--- src/rtl/fir_pkg.sv ---
// Shared constants and elaboration helpers for the FIR datapath adders.
package fir_pkg;

    localparam int CSA_BLK_W = 2;

    // Each stage must hold a whole number of 2-bit carry-select blocks.
    function automatic bit csa_width_ok(input int data_width, input int stages);
        return (stages > 0) && ((data_width % (CSA_BLK_W * stages)) == 0);
    endfunction

endpackage

--- src/rtl/csa_adder_block.sv ---
// 2-bit carry-select adder: both carry-in cases ripple in parallel, cin picks one.
module csa_adder_block (
    input  logic [1:0] in1,
    input  logic [1:0] in2,
    input  logic       cin,
    output logic [2:0] sum
);

    logic [2:0] sum0;
    logic [2:0] sum1;
    logic       c0_mid;
    logic       c1_mid;

    always_comb begin
        c0_mid  = in1[0] & in2[0];
        sum0[0] = in1[0] ^ in2[0];
        sum0[1] = in1[1] ^ in2[1] ^ c0_mid;
        sum0[2] = (in1[1] & in2[1]) | (c0_mid & (in1[1] ^ in2[1]));

        c1_mid  = in1[0] | in2[0];
        sum1[0] = ~(in1[0] ^ in2[0]);
        sum1[1] = in1[1] ^ in2[1] ^ c1_mid;
        sum1[2] = (in1[1] & in2[1]) | (c1_mid & (in1[1] ^ in2[1]));
    end

    mux_2X1 #(.W(3)) u_sel (
        .in0 (sum0),
        .in1 (sum1),
        .sel (cin),
        .out (sum)
    );

endmodule

--- src/rtl/mux_2X1.sv ---
// Generic two-input multiplexer used by the carry-select blocks.
module mux_2X1 #(
    parameter int W = 3
) (
    input  logic [W-1:0] in0,
    input  logic [W-1:0] in1,
    input  logic         sel,
    output logic [W-1:0] out
);

    assign out = sel ? in1 : in0;

endmodule

--- src/rtl/csa_adder_pipe.sv ---
// Pipelined unsigned adder: one carry-select slice per stage, carry registered
// between stages, operands skewed in and sums de-skewed out.
module csa_adder_pipe
    import fir_pkg::*;
#(
    parameter int DATA_WIDTH = 16,
    parameter int STAGES     = 4
) (
    input  logic                  clk,
    input  logic                  rst_n,
    input  logic                  in_valid,
    output logic                  in_ready,
    input  logic [DATA_WIDTH-1:0] in_a,
    input  logic [DATA_WIDTH-1:0] in_b,
    input  logic                  in_cin,
    output logic                  out_valid,
    input  logic                  out_ready,
    output logic [DATA_WIDTH:0]   out_sum
);

    localparam int SLICE = DATA_WIDTH / STAGES;
    localparam int NBLK  = SLICE / CSA_BLK_W;

    if (!csa_width_ok(DATA_WIDTH, STAGES)) begin : g_bad_width
        $error("csa_adder_pipe: DATA_WIDTH must be a multiple of 2*STAGES");
    end

    logic                  advance;
    logic [STAGES-1:0]     v_q;
    logic [STAGES-1:0]     v_d;
    logic [STAGES-1:0]     carry_w;
    logic [DATA_WIDTH-1:0] sum_w;

    // A single global enable: the whole pipe moves or the whole pipe holds.
    assign advance   = !v_q[STAGES-1] || out_ready;
    assign in_ready  = advance;
    assign out_valid = v_q[STAGES-1];
    assign out_sum   = {carry_w[STAGES-1], sum_w};

    always_comb begin
        v_d = v_q;
        if (advance) begin
            v_d[0] = in_valid;
            for (int i = 1; i < STAGES; i++) begin
                v_d[i] = v_q[i-1];
            end
        end
    end

    always_ff @(posedge clk or negedge rst_n) begin
        if (!rst_n) begin
            v_q <= '0;
        end else begin
            v_q <= v_d;
        end
    end

    for (genvar gi = 0; gi < STAGES; gi++) begin : stage_g
        localparam int DSK = STAGES - 1 - gi;

        logic [SLICE-1:0] a_op;
        logic [SLICE-1:0] b_op;
        logic             c_op;
        logic [SLICE-1:0] s_comb;
        logic [SLICE-1:0] s_q;
        logic [SLICE-1:0] s_d;
        logic             c_q;
        logic             c_d;

        if (gi == 0) begin : g_head
            assign a_op = in_a[SLICE-1:0];
            assign b_op = in_b[SLICE-1:0];
            assign c_op = in_cin;
        end else begin : g_skew
            logic [SLICE-1:0] a_sk_q [gi];
            logic [SLICE-1:0] a_sk_d [gi];
            logic [SLICE-1:0] b_sk_q [gi];
            logic [SLICE-1:0] b_sk_d [gi];

            always_comb begin
                for (int d = 0; d < gi; d++) begin
                    a_sk_d[d] = a_sk_q[d];
                    b_sk_d[d] = b_sk_q[d];
                end
                if (advance) begin
                    a_sk_d[0] = in_a[gi*SLICE +: SLICE];
                    b_sk_d[0] = in_b[gi*SLICE +: SLICE];
                    for (int d = 1; d < gi; d++) begin
                        a_sk_d[d] = a_sk_q[d-1];
                        b_sk_d[d] = b_sk_q[d-1];
                    end
                end
            end

            always_ff @(posedge clk or negedge rst_n) begin
                if (!rst_n) begin
                    for (int d = 0; d < gi; d++) begin
                        a_sk_q[d] <= '0;
                        b_sk_q[d] <= '0;
                    end
                end else begin
                    for (int d = 0; d < gi; d++) begin
                        a_sk_q[d] <= a_sk_d[d];
                        b_sk_q[d] <= b_sk_d[d];
                    end
                end
            end

            assign a_op = a_sk_q[gi-1];
            assign b_op = b_sk_q[gi-1];
            assign c_op = carry_w[gi-1];
        end

        for (genvar gj = 0; gj < NBLK; gj++) begin : blk_g
            logic       ci;
            logic       co;
            logic [2:0] blk_sum;

            if (gj == 0) begin : g_first
                assign ci = c_op;
            end else begin : g_chain
                assign ci = blk_g[gj-1].co;
            end

            csa_adder_block u_blk (
                .in1 (a_op[gj*CSA_BLK_W +: CSA_BLK_W]),
                .in2 (b_op[gj*CSA_BLK_W +: CSA_BLK_W]),
                .cin (ci),
                .sum (blk_sum)
            );

            assign s_comb[gj*CSA_BLK_W +: CSA_BLK_W] = blk_sum[1:0];
            assign co = blk_sum[2];
        end

        always_comb begin
            s_d = advance ? s_comb : s_q;
            c_d = advance ? blk_g[NBLK-1].co : c_q;
        end

        always_ff @(posedge clk or negedge rst_n) begin
            if (!rst_n) begin
                s_q <= '0;
                c_q <= 1'b0;
            end else begin
                s_q <= s_d;
                c_q <= c_d;
            end
        end

        assign carry_w[gi] = c_q;

        // Early slices wait here so every slice exits with the final carry.
        if (DSK == 0) begin : g_no_dsk
            assign sum_w[gi*SLICE +: SLICE] = s_q;
        end else begin : g_dsk
            logic [SLICE-1:0] dsk_q [DSK];
            logic [SLICE-1:0] dsk_d [DSK];

            always_comb begin
                for (int d = 0; d < DSK; d++) begin
                    dsk_d[d] = dsk_q[d];
                end
                if (advance) begin
                    dsk_d[0] = s_q;
                    for (int d = 1; d < DSK; d++) begin
                        dsk_d[d] = dsk_q[d-1];
                    end
                end
            end

            always_ff @(posedge clk or negedge rst_n) begin
                if (!rst_n) begin
                    for (int d = 0; d < DSK; d++) begin
                        dsk_q[d] <= '0;
                    end
                end else begin
                    for (int d = 0; d < DSK; d++) begin
                        dsk_q[d] <= dsk_d[d];
                    end
                end
            end

            assign sum_w[gi*SLICE +: SLICE] = dsk_q[DSK-1];
        end
    end

endmodule

--- config.mk ---
export PLATFORM = sky130hd
export DESIGN_NAME = csa_adder_pipe
export DESIGN_NICKNAME = d
export VERILOG_FILES = /design/src/rtl/fir_pkg.sv /design/src/rtl/csa_adder_block.sv /design/src/rtl/mux_2X1.sv /design/src/rtl/csa_adder_pipe.sv
export SDC_FILE = /design/constraint.sdc
export NUM_CORES = 1
export LEC_CHECK = 0
export CORE_MARGIN = 4
export CORE_UTILIZATION = 59
export DETAILED_ROUTE_END_ITERATION = 16
export PLACE_DENSITY_LB_ADDON = 0.3
export SLEW_MARGIN = 40
export SYNTH_ARGS = -nofsm -noshare
export SYNTH_HDL_FRONTEND = slang
export SYNTH_SLANG_ARGS = --single-unit
export TNS_END_PERCENT = 50
--- constraint.sdc ---
create_clock -name clk -period 2.95 [get_ports clk]
set_input_delay 0.295 -clock clk [delete_from_list [all_inputs] [get_ports clk]]
set_output_delay 0.295 -clock clk [all_outputs]
set_load 0.01 [all_outputs]
## Word level (Yosys, flattened, before mapping)

Cells that the tools add are included.

- Reductions and logical operators: 2
- Multiplexer cells: 8
- Bitwise logic cells: 96

Operators with widths:

| kind | count |
|---|---|
| bitwise AND 1 bit | 32 |
| bitwise XOR 1 bit | 32 |
| 2-to-1 mux 3 bit | 8 |
| bitwise OR 1 bit | 24 |
| inverter 1 bit | 8 |
| zero test 1 bit | 1 |
| logical OR 1 bit | 1 |

- Bits in registers: 96
- Word-level logic and storage cells: 133
- Bits of input ports: 37

## Logic depth before layout (Yosys ltp)

Gate-level depths: netlist of run 1.

- Depth after elaboration: 5
- Gate-level depth with buffers: 8

## By module

From an unflattened synthesis of run 1, not the netlist that was laid out.

- Cells, all modules: 349
- Area, all modules: 4842.1 um^2

By module, submodules not included:

| module | seq. area each (um^2) | cells each | area each (um^2) | times used |
|---|---|---|---|---|
| csa_adder_pipe | 2402.3 | 213 | 3751.1 | 1 |
| csa_adder_block | 0.0 | 14 | 102.6 | 8 |
| mux_2X1 | 0.0 | 3 | 33.8 | 8 |

## Worst setup path before layout of run 1

No wires, ideal clock.

- Path kind: reg-to-reg
- Start: register stage_g[3].g_skew.a_sk_q (netlist bit stage_g[3].a_op[0])
- End: register stage_g[3].s_q[3]
- Arrival time: 1.843 ns
- Setup time: 0.077 ns
- Data required time: 2.873 ns
- Slack: 1.030 ns
- Buffers on the path: 0
- Stages on the path, launching flop included: 8
- Cell sequence: dfrtp_1 > ha_1 > nor2_1 > a21oi_1 > fa_1 > o21ai_0 > fa_1 > a21oi_1

- Longest elaborated chain between the ends: 5
- Elaborated cells between the ends (all ways): 8
- Those cells by class: 2 x mux; 6 x bitwise

Ends and longest elaborated chain:

| item | line | text |
|---|---|---|
| start: declaration | csa_adder_pipe.sv:75 | `logic [SLICE-1:0] a_sk_q [gi];` |
| start signal: indexed assignment | csa_adder_pipe.sv:103 | `a_sk_q[d] <= a_sk_d[d];` |
| bitwise AND 1 bit or bitwise OR 1 bit (tied branches) | csa_adder_block.sv:15, csa_adder_block.sv:20 |  |
| bitwise AND 1 bit, on equally long branches | csa_adder_block.sv:18, csa_adder_block.sv:23 |  |
| bitwise OR 1 bit, on equally long branches | csa_adder_block.sv:18, csa_adder_block.sv:23 |  |
| 2-to-1 mux 3 bit (*) (2 in a row) | mux_2X1.sv:11 | `assign out = sel ? in1 : in0;` |
| end signal: assignment | csa_adder_pipe.sv:143 | `s_q <= '0;` |
| end signal: assignment | csa_adder_pipe.sv:146 | `s_q <= s_d;` |
| end: declaration | csa_adder_pipe.sv:65 | `logic [SLICE-1:0] s_q;` |

Mark *: on every way between the ends. The rest lies on a longest branch, timed or not.
A chain may end at the register's enable or synchronous reset.

## Final worst setup path of run 1

Ends and elaborated chain as after synthesis.

==> results.yml, run 1 <==
grt:
  grt_max_degree: 60
  gr-total-overflow: 0
  grt_use_total: 0.1673
  antenna_found_initial: 0
  grt_pass1_vias: 2377
  grt_pass1_wl_um: 11150
pwr:
  ir_drop_mv: 0.4284
  p_leak_nw: 2.342
  p_per_area_nw_per_um2: 1004
clock_tree:
  cts-root-buf: "clkbuf_8"
  cts_max_level: 3
  ctsLongestPathBuffers: 2
  cts_tree: "yes"
  cts_sinks: 96
  clock_latency_ns: 0.36
  path_clk_slew_ns: 0.09
  cts_inserted_buffers: 9
setup_path:
  critical_path_class: "reg -> reg"
  worstSetupPathDepth: 7
  crit_family: "adder cells"
  cp_data_arrival_time_ns: 2.47
  start_kind: "flop"
  r2r_cells: 7
  crit_fanout: 3
  path_buf_inv: 0
  slowest_delay_ns: 0.48
  crit_slowest_cell: "fa_1"
  end_kind: "flop"
  crit_chain: "ha_1 > nor2_1 > a21oi_1 > fa_1 > o21ai_0 > fa_1 > a21oi_1"
  required_ns: 3.23
detailed_routing:
  drt-total-wl_um: 6601
  first_pass_iters: 4
  drt-initial-drc-count: 65
  route.detailed.drc: 0
  wl_per_cell_um: 14.77
  dr_total_vias: 2249
  viasPerCell: 5.031
  antenna_left: 0
timing:
  rsz0062_at_grt: "false"
  fin_skew_ns: 0.009254
  timing.fmax_mhz: 456.4
  period_minus_slack_ns: 2.191
  final_hold_viol_count: 0
  holdWs_ns: 0.4635
  tns_ns: 0
  max_slew_margin: 0.6090
  finalCritPeriodShare: 0.7428
  setup_viol: 0
  drv_slew: 0
  setup_slack_ns: 0.7587
  worst_pin_slew_ns: 0.5865
cells_and_area:
  layout_common_cells: "dfrtp_1 (96), mux2_2 (67), clkdlybuf4s50_1 (54), inv_1 (28), mux2_4 (20)"
  areaGrowthSynthToFinish_pct: 18.60
  diodes: 0
  layout_commonest_cell: "dfrtp_1"
  drive_gt1_frac: 0.3103
  finalNetCount: 405
  fin_util: 0.7145
floorplan:
  ios: 56
  core-area_sq_um: 7214
  die_x_um: 93.83
  rows: 31
  start_util: 0.6025
  die_h_um: 93.83
  dieArea_sq_um: 8804
logic_synthesis:
  synth-seq-cells: 96
  synthesis.area_sq_um: 4347
  synthCells: 294
  avgSynthCellArea_sq_um: 14.78
  syn-num-nets: 355
  yosys_warnings: 0
  ys_seq_area_frac: 0.5527
  yosysUniqueCellTypes: 18
place:
  port_buffers: 55
  post-place-ws_ns: 0.4838
  place.gp.congestion: 0.7283
  dp_hpwl_um: 4573
run:
  cap_violations: 0
status:
  status: "finished clean"
hold_path:
  hold_class: "in -> async"
-- worst reg2reg max path: stages (launching register included) --
cell	delay, ns
dfrtp_1	0.41
ha_1	0.20
nor2_1	0.09
a21oi_1	0.06
fa_1	0.42
o21ai_0	0.34
fa_1	0.48
a21oi_1	0.12
-- logic make-up (layout without fill, tap and decap cells) --
logic type | after synthesis | count (layout) | synth area share
AO/OA/AOI/OAI | 12 | 12 | 0.01382
XOR/XNOR | 8 | 8 | 0.01612
adder cells (fa/ha/maj) | 24 | 24 | 0.08290
buffers and inverters | 49 | 103 | 0.06073
flip-flops | 96 | 96 | 0.5527
multiplexers | 91 | 91 | 0.2519
AND/OR/NAND/NOR | 14 | 14 | 0.02188
-- where the power goes --
part	switching [mW]	internal, mW	total [mW]
clock	0.436	0.581	1.02
combinational	0.729	1.19	1.91
sequential	0.352	1.89	2.24
-- area by class of cell --
cell class,count,area [sq um]
clock inverters,5,105.1
fillers,522,2059
inverters,28,105.1
clock buffers,10,137.6
well taps,99,123.9
repair buffers,60,600.6
multi-input cells,149,1680
flip-flops and latches,96,2402
-- final timing paths --
kind | end | startpoint | slack, ns
min reg2reg | v_q[3] | v_q[2] | 0.46
min in group clk | v_q[3] | v_q[2] | 0.46
max in group asynchronous | stage_g[3].b_op[3] | rst_n | 1.70
max | stage_g[3].s_q[3] | stage_g[3].a_op[0] | 0.76
min | stage_g[2].g_skew.a_sk_q[6] | rst_n | 0.46
max reg2reg | stage_g[3].s_q[3] | stage_g[3].a_op[0] | 0.76
-- registers in the layout (all words and copies together) (netlist names) --
signal,flops
stage_g.c_q,4
stage_g.a_op,12
stage_g.g_dsk.dsk_q,16
v_q,4
out_sum,8
stage_g.g_skew.b_sk_q,12
stage_g.b_op,12
stage_g.s_q,16
stage_g.g_skew.a_sk_q,12
-- synthesized netlist by cell type, drive strengths merged --
library cell | number | area share
dfrtp | 96 | 0.55
mux2 | 87 | 0.24
inv | 28 | 0.024
buf | 21 | 0.037
ha | 16 | 0.046
a21oi | 10 | 0.012
fa | 8 | 0.037
nor3b | 8 | 0.014
xor2 | 8 | 0.016
mux2i | 4 | 0.0092
nand2 | 2 | 0.0017
nand2b | 2 | 0.0046
nor2 | 2 | 0.0017
o21ai | 2 | 0.0023
-- timing repair --
item	in CTS	in global routing
setup buffers	0	0
hold buffers	1	0
endpoints found under the hold margin	45	0
gates resized for setup	0	0
-- through the flow --
step	cells	area [sq um]	total power [mW]
CTS	447	5155	5.260
global route	447	5155	5.542
floorplan	294	4347	3.646
detailed placement	431	4902	4.206
finish	447	5155	5.175
global placement	431	4902	4.106
-- metal layers --
layer,wire length (um),vias to the layer above,track usage,part of all wire
li1,-,1071,-,-
met1,2941,1127,0.2125,0.45
met2,3238,38,0.2679,0.49
met3,277,13,0.04487,0.042
met4,144,0,0.07702,0.022
met5,0,-,0,0
No activity file was read; power rests on OpenSTA's default activity.
==> run 2: changes to the inputs <==
CORE_UTILIZATION = 50   (was 59)
clock period = 1.8 ns   (was 2.95 ns; I/O delays follow)
==> run 2 against run 1 <==
The flow now finishes with violations (negative setup slack). Worst setup slack got worse by 0.93 ns. Die area increased by 16%. Count of clock-buffer cells in the layout increased by 2. Design area rose by 4.4%. Via count is 3.7% higher. Non-clock buffer count increased by 19.
==> results.yml, run 2 (synthesis results as in run 1) <==
pwr:
  p_comb_frac: 0.416
  total_power_mw: 8.711
  p_per_area_nw_per_um2: 1618
  swShare: 0.3001
  sequentialPowerShare: 0.419
  power.internal_mw: 6.097
  ir_drop_mv: 0.6934
  p_leak_nw: 2.419
  power_switching_mw: 2.614
  clkPwrFrac: 0.165
cells_and_area:
  fin_util: 0.6454
  drive_gt1_frac: 0.4185
  final_area_sq_um: 5383
  finalNonFillerCells: 473
  layout_commonest_cell: "dfrtp_1"
  reg_top3: "stage_g.g_dsk.dsk_q: 16 flops, stage_g.s_q: 16 flops"
  areaGrowthSynthToFinish_pct: 23.83
  finalNetCount: 424
  layout_common_cells: "dfrtp_1 (96), mux2_2 (65), clkdlybuf4s50_1 (52), inv_1 (26), mux2_4 (22)"
  diodes: 0
timing:
  period_minus_slack_ns: 1.971
  fin_skew_ns: 0.009428
  drv_slew: 0
  timing.fmax_mhz: 507.4
  max_slew_margin: 0.7250
  rsz0062_at_grt: "true"
  worst_pin_slew_ns: 0.4126
  final_hold_viol_count: 0
  setup_slack_ns: -0.1707
  finalCritPeriodShare: 1.095
  setup_viol: 5
detailed_routing:
  first_pass_iters: 3
  route.detailed.drc: 0
  wl_per_cell_um: 14.54
  viasPerCell: 4.930
  dr_total_vias: 2332
  antenna_left: 0
  drt-total-wl_um: 6876
  drt-initial-drc-count: 49
setup_path:
  crit_slowest_cell: "fa_1"
  start_kind: "flop"
  cp_data_arrival_time_ns: 2.25
  slowest_delay_ns: 0.46
  path_buf_inv: 1
  crit_fanout: 3
  crit_chain: "inv_1 > ha_2 > mux2i_2 > fa_2 > mux2i_2 > fa_1 > a21oi_2"
  critical_path_class: "reg -> reg"
  crit_path_frequent_cell: "mux2i_2"
  required_ns: 2.08
  crit_family: "adder cells"
  end_kind: "flop"
grt:
  grt_use_total: 0.1491
  use_met2: 0.2344
  gr-total-overflow: 0
  grt_pass1_wl_um: 11910
  met1_usage: 0.2058
  grt_pass1_vias: 2447
  grt_max_degree: 57
  grtUsageMet3: 0.03099
  antenna_found_initial: 0
  top_usage_layer: "met2"
place:
  dp_hpwl_um: 4712
  post-place-ws_ns: -0.6392
  port_buffers: 55
  dp.cells: 451
  place.gp.congestion: 0.7190
  place_area_sq_um: 5056
floorplan:
  die_x_um: 101.2
  core-area_sq_um: 8341
  ios: 56
  dieArea_sq_um: 10250
  rows: 33
  start_util: 0.5212
  die_h_um: 101.2
clock_tree:
  cts_tree: "yes"
  cts_inserted_buffers: 9
  cts_sinks: 96
  cts_max_level: 3
  ctsLongestPathBuffers: 2
  clock_latency_ns: 0.34
  cts-root-buf: "clkbuf_8"
  path_clk_slew_ns: 0.09
status:
  failed_checks: "negative setup slack"
  status: "finished, violations left"
hold_path:
  hold_class: "in -> async"
run:
  cap_violations: 0
## run 2: layout make-up
cell class,count,area (sq um)
inverters,28,105.1
well taps,105,131.4
repair buffers,79,765.7
fillers,641,2958
multi-input cells,149,1770
clock buffers,12,155.1
clock inverters,4,52.55
flip-flops and latches,96,2402
## run 2: per-layer routing
| layer | vias to the layer above | wire [um] |
|---|---|---|
| li1 | 1112 | - |
| met1 | 1183 | 3150 |
| met2 | 31 | 3403 |
| met3 | 6 | 261 |
| met4 | 0 | 61 |
| met5 | - | 0 |
## run 2: repair_timing
item	4_1_cts	5_1_grt
cloned	0	0
gates resized for setup	20	7
endpoints found under the hold margin	29	0
buffers inserted	1	4
setup endpoints to repair	8	10
hold buffers	1	0
pin swaps	8	4
## run 2: path summary, 6_finish.rpt
check,end,slack (ns),start,depth (start not counted)
max in group asynchronous,stage_g[0].g_dsk.dsk_q[10],0.88,rst_n,3
worst min register to register,v_q[3],0.46,v_q[2],1
worst max register to register,stage_g[1].s_q[3],-0.17,stage_g[1].a_op[0],7
worst min-delay path,stage_g[2].g_skew.b_sk_q[5],0.31,rst_n,2
min in group clk,stage_g[1].b_op[1],0.44,in_b[5],2
worst max-delay path,stage_g[1].s_q[3],-0.17,stage_g[1].a_op[0],7
## run 2: stage by stage
| stage | setup TNS [ns] | hold slack, ns |
|---|---|---|
| 3_3_place_gp | -1.780 | 0.1425 |
| 5_1_grt | -1.223 | 0.3281 |
| 2_1_floorplan | -0.04248 | -0.1156 |
| 6_report | -0.5439 | 0.3098 |
| 4_1_cts | -0.5975 | 0.2975 |
| 3_5_place_dp | -2.026 | 0.1415 |
## run 2: worst register-to-register path, delay by kind of cell (launching register included)
kind | cells | cell delay [ns]
flops | 1 | 0.42
mux | 2 | 0.29
compound gates | 1 | 0.13
buf+inv | 1 | 0.07
fa+ha+maj | 3 | 0.99
## run 2: power by group through the flow
stage / combinational [mW] / clock (mW) / sequential, mW
2_1_floorplan: 2.42 / 0 / 3.60
3_3_place_gp: 3.32 / 0 / 3.65
3_5_place_dp: 3.42 / 0 / 3.70
4_1_cts: 3.54 / 1.48 / 3.66
5_1_grt: 4.01 / 1.59 / 3.78
6_report: 3.62 / 1.44 / 3.65
==> run 3: changes to the inputs <==
RECOVER_POWER = 100   (was default)
==> run 3 against run 2 <==
Routed wire length shrank 0.33%. Register-to-register slack hardly changed. Critical path depth did not move. The run still ends with negative setup slack left. Critical endpoint unchanged. Critical path type unchanged. Combinational power fell by 5%. Utilization shrank 0.78 points. Maximum frequency about the same. Design area decreased by 1.2%.
==> results.yml, run 3 (synthesis results as in run 1) <==
status:
  status: "finished, violations left"
  failed_checks: "negative setup slack"
grt:
  grt_pass1_wl_um: 11910
  grt_use_total: 0.1491
  gr-total-overflow: 0
  grt_max_degree: 57
  grt_pass1_vias: 2447
  antenna_found_initial: 0
cells_and_area:
  reg_top3: "stage_g.g_dsk.dsk_q: 16 flops, stage_g.s_q: 16 flops"
  drive_gt1_frac: 0.3940
  nFillCells: 653
  layout_commonest_cell: "dfrtp_1"
  finalNetCount: 424
  finalNonFillerCells: 473
  diodes: 0
  fin_util: 0.6376
  areaGrowthSynthToFinish_pct: 22.34
  layout_common_cells: "dfrtp_1 (96), mux2_2 (65), clkdlybuf4s50_1 (34), inv_1 (26), dlygate4sd3_1 (19)"
pwr:
  p_per_area_nw_per_um2: 1601
  ir_drop_mv: 0.6726
  p_leak_nw: 2.377
  total_power_mw: 8.516
setup_path:
  crit_fanout: 3
  end_kind: "flop"
  cp_data_arrival_time_ns: 2.25
  r2r_end: "stage_g[1].s_q[3]"
  r2r_slack_ns: -0.17
  critPathLaunch: "stage_g[1].a_op[0]"
  start_kind: "flop"
  reg2reg_from: "stage_g[1].a_op[0]"
  critical_path_class: "reg -> reg"
  crit_end: "stage_g[1].s_q[3]"
  r2r_cells: 7
  required_ns: 2.08
place:
  port_buffers: 55
  dp.cells: 451
  dp_hpwl_um: 4712
  place.gp.congestion: 0.7190
detailed_routing:
  drt-initial-drc-count: 50
  wl_per_cell_um: 14.49
  viasPerCell: 4.947
  first_pass_iters: 3
  dr_total_vias: 2340
  route.detailed.drc: 0
  antenna_left: 0
  drt-total-wl_um: 6853
timing:
  worst_pin_slew_ns: 0.7561
  drv_slew: 0
  period_minus_slack_ns: 1.972
  rsz0062_at_grt: "true"
  timing.fmax_mhz: 507.0
  final_hold_viol_count: 0
  max_slew_margin: 0.4960
  setup_slack_ns: -0.1723
  fin_skew_ns: 0.01031
  tns_ns: -0.6357
  finalCritPeriodShare: 1.096
  setup_viol: 6
clock_tree:
  cts_max_level: 3
  path_clk_slew_ns: 0.09
  clock_latency_ns: 0.34
  cts_inserted_buffers: 9
  ctsLongestPathBuffers: 2
  cts_sinks: 96
  cts_tree: "yes"
  cts-root-buf: "clkbuf_8"
run:
  cap_violations: 0
floorplan:
  dieArea_sq_um: 10250
  start_util: 0.5212
  ios: 56
  die_h_um: 101.2
  die_x_um: 101.2
  core-area_sq_um: 8341
  rows: 33
hold_path:
  hold_class: "in -> reg"
[run 3: cell count changes in the layout (fill, tap and decap cells not counted), sizes merged]
| cell | before | now |
|---|---|---|
| buf | 24 | 19 |
| clkdlybuf4s50 | 52 | 34 |
| clkbuf | 12 | 17 |
| dlygate4sd3 | 1 | 19 |
[run 3: cell type report]
type,instances,area [sq um],area share
multi-input combinational,149,1738,0.3268
clock buffer,12,155.1,0.02918
tap,105,131.4,0.02471
sequential,96,2402,0.4518
timing repair buffer,79,733.2,0.1379
inverter,28,105.1,0.01976
clock inverter,4,52.55,0.009882
[run 3: worst min path at each step]
| stage | from | endpoint | cells past startpoint |
|---|---|---|---|
| floorplan | rst_n | out_sum[0] | 0 |
| global placement | rst_n | stage_g[2].g_skew.a_sk_q[6] | 1 |
| detailed placement | rst_n | stage_g[2].g_skew.a_sk_q[6] | 1 |
| CTS | rst_n | stage_g[2].g_skew.a_sk_q[6] | 2 |
| global route | in_a[5] | stage_g[1].a_op[1] | 2 |
| finish | in_a[5] | stage_g[1].a_op[1] | 2 |
[run 3: per-stage QoR]
| stage | area, sq um | setup slack, ns | hold slack, ns |
|---|---|---|---|
| finish | 5318 | -0.1723 | 0.4315 |
| global route | 5318 | -0.2502 | 0.4128 |
| CTS | 5333 | -0.2081 | 0.2975 |
| detailed placement | 5056 | -0.6392 | 0.1415 |
| global placement | 5056 | -0.5975 | 0.1425 |
| floorplan | 4363 | -0.02075 | -0.1156 |
[run 3: what timing repair did]
action | CTS | global route
hold buffers | 1 | 0
pin swaps | 8 | 4
endpoints found under the setup margin | 8 | 10
resized for setup | 20 | 7
hold endpoints to repair | 29 | 0
buffers inserted | 1 | 4
[run 3: worst max-delay path, stage by stage (launching register included)]
cell and delay, ns:
dfrtp_1 0.42, inv_1 0.07, ha_2 0.17, mux2i_2 0.07
fa_2 0.36, mux2i_2 0.22, fa_1 0.46, a21oi_2 0.13
[run 3: layer usage]
metal	global-route usage	up-vias	wire length, um
li1	-	1112	-
met1	0.2058	1191	3137
met4	0.05521	0	61
met2	0.2344	31	3393
met5	0	-	0
met3	0.03099	6	261
[run 3: where the power goes]
group | internal, mW | switching, mW
Clock | 0.720 | 0.721
Sequential | 3.10 | 0.527
Combinational | 2.12 | 1.33
Total | 5.94 | 2.58
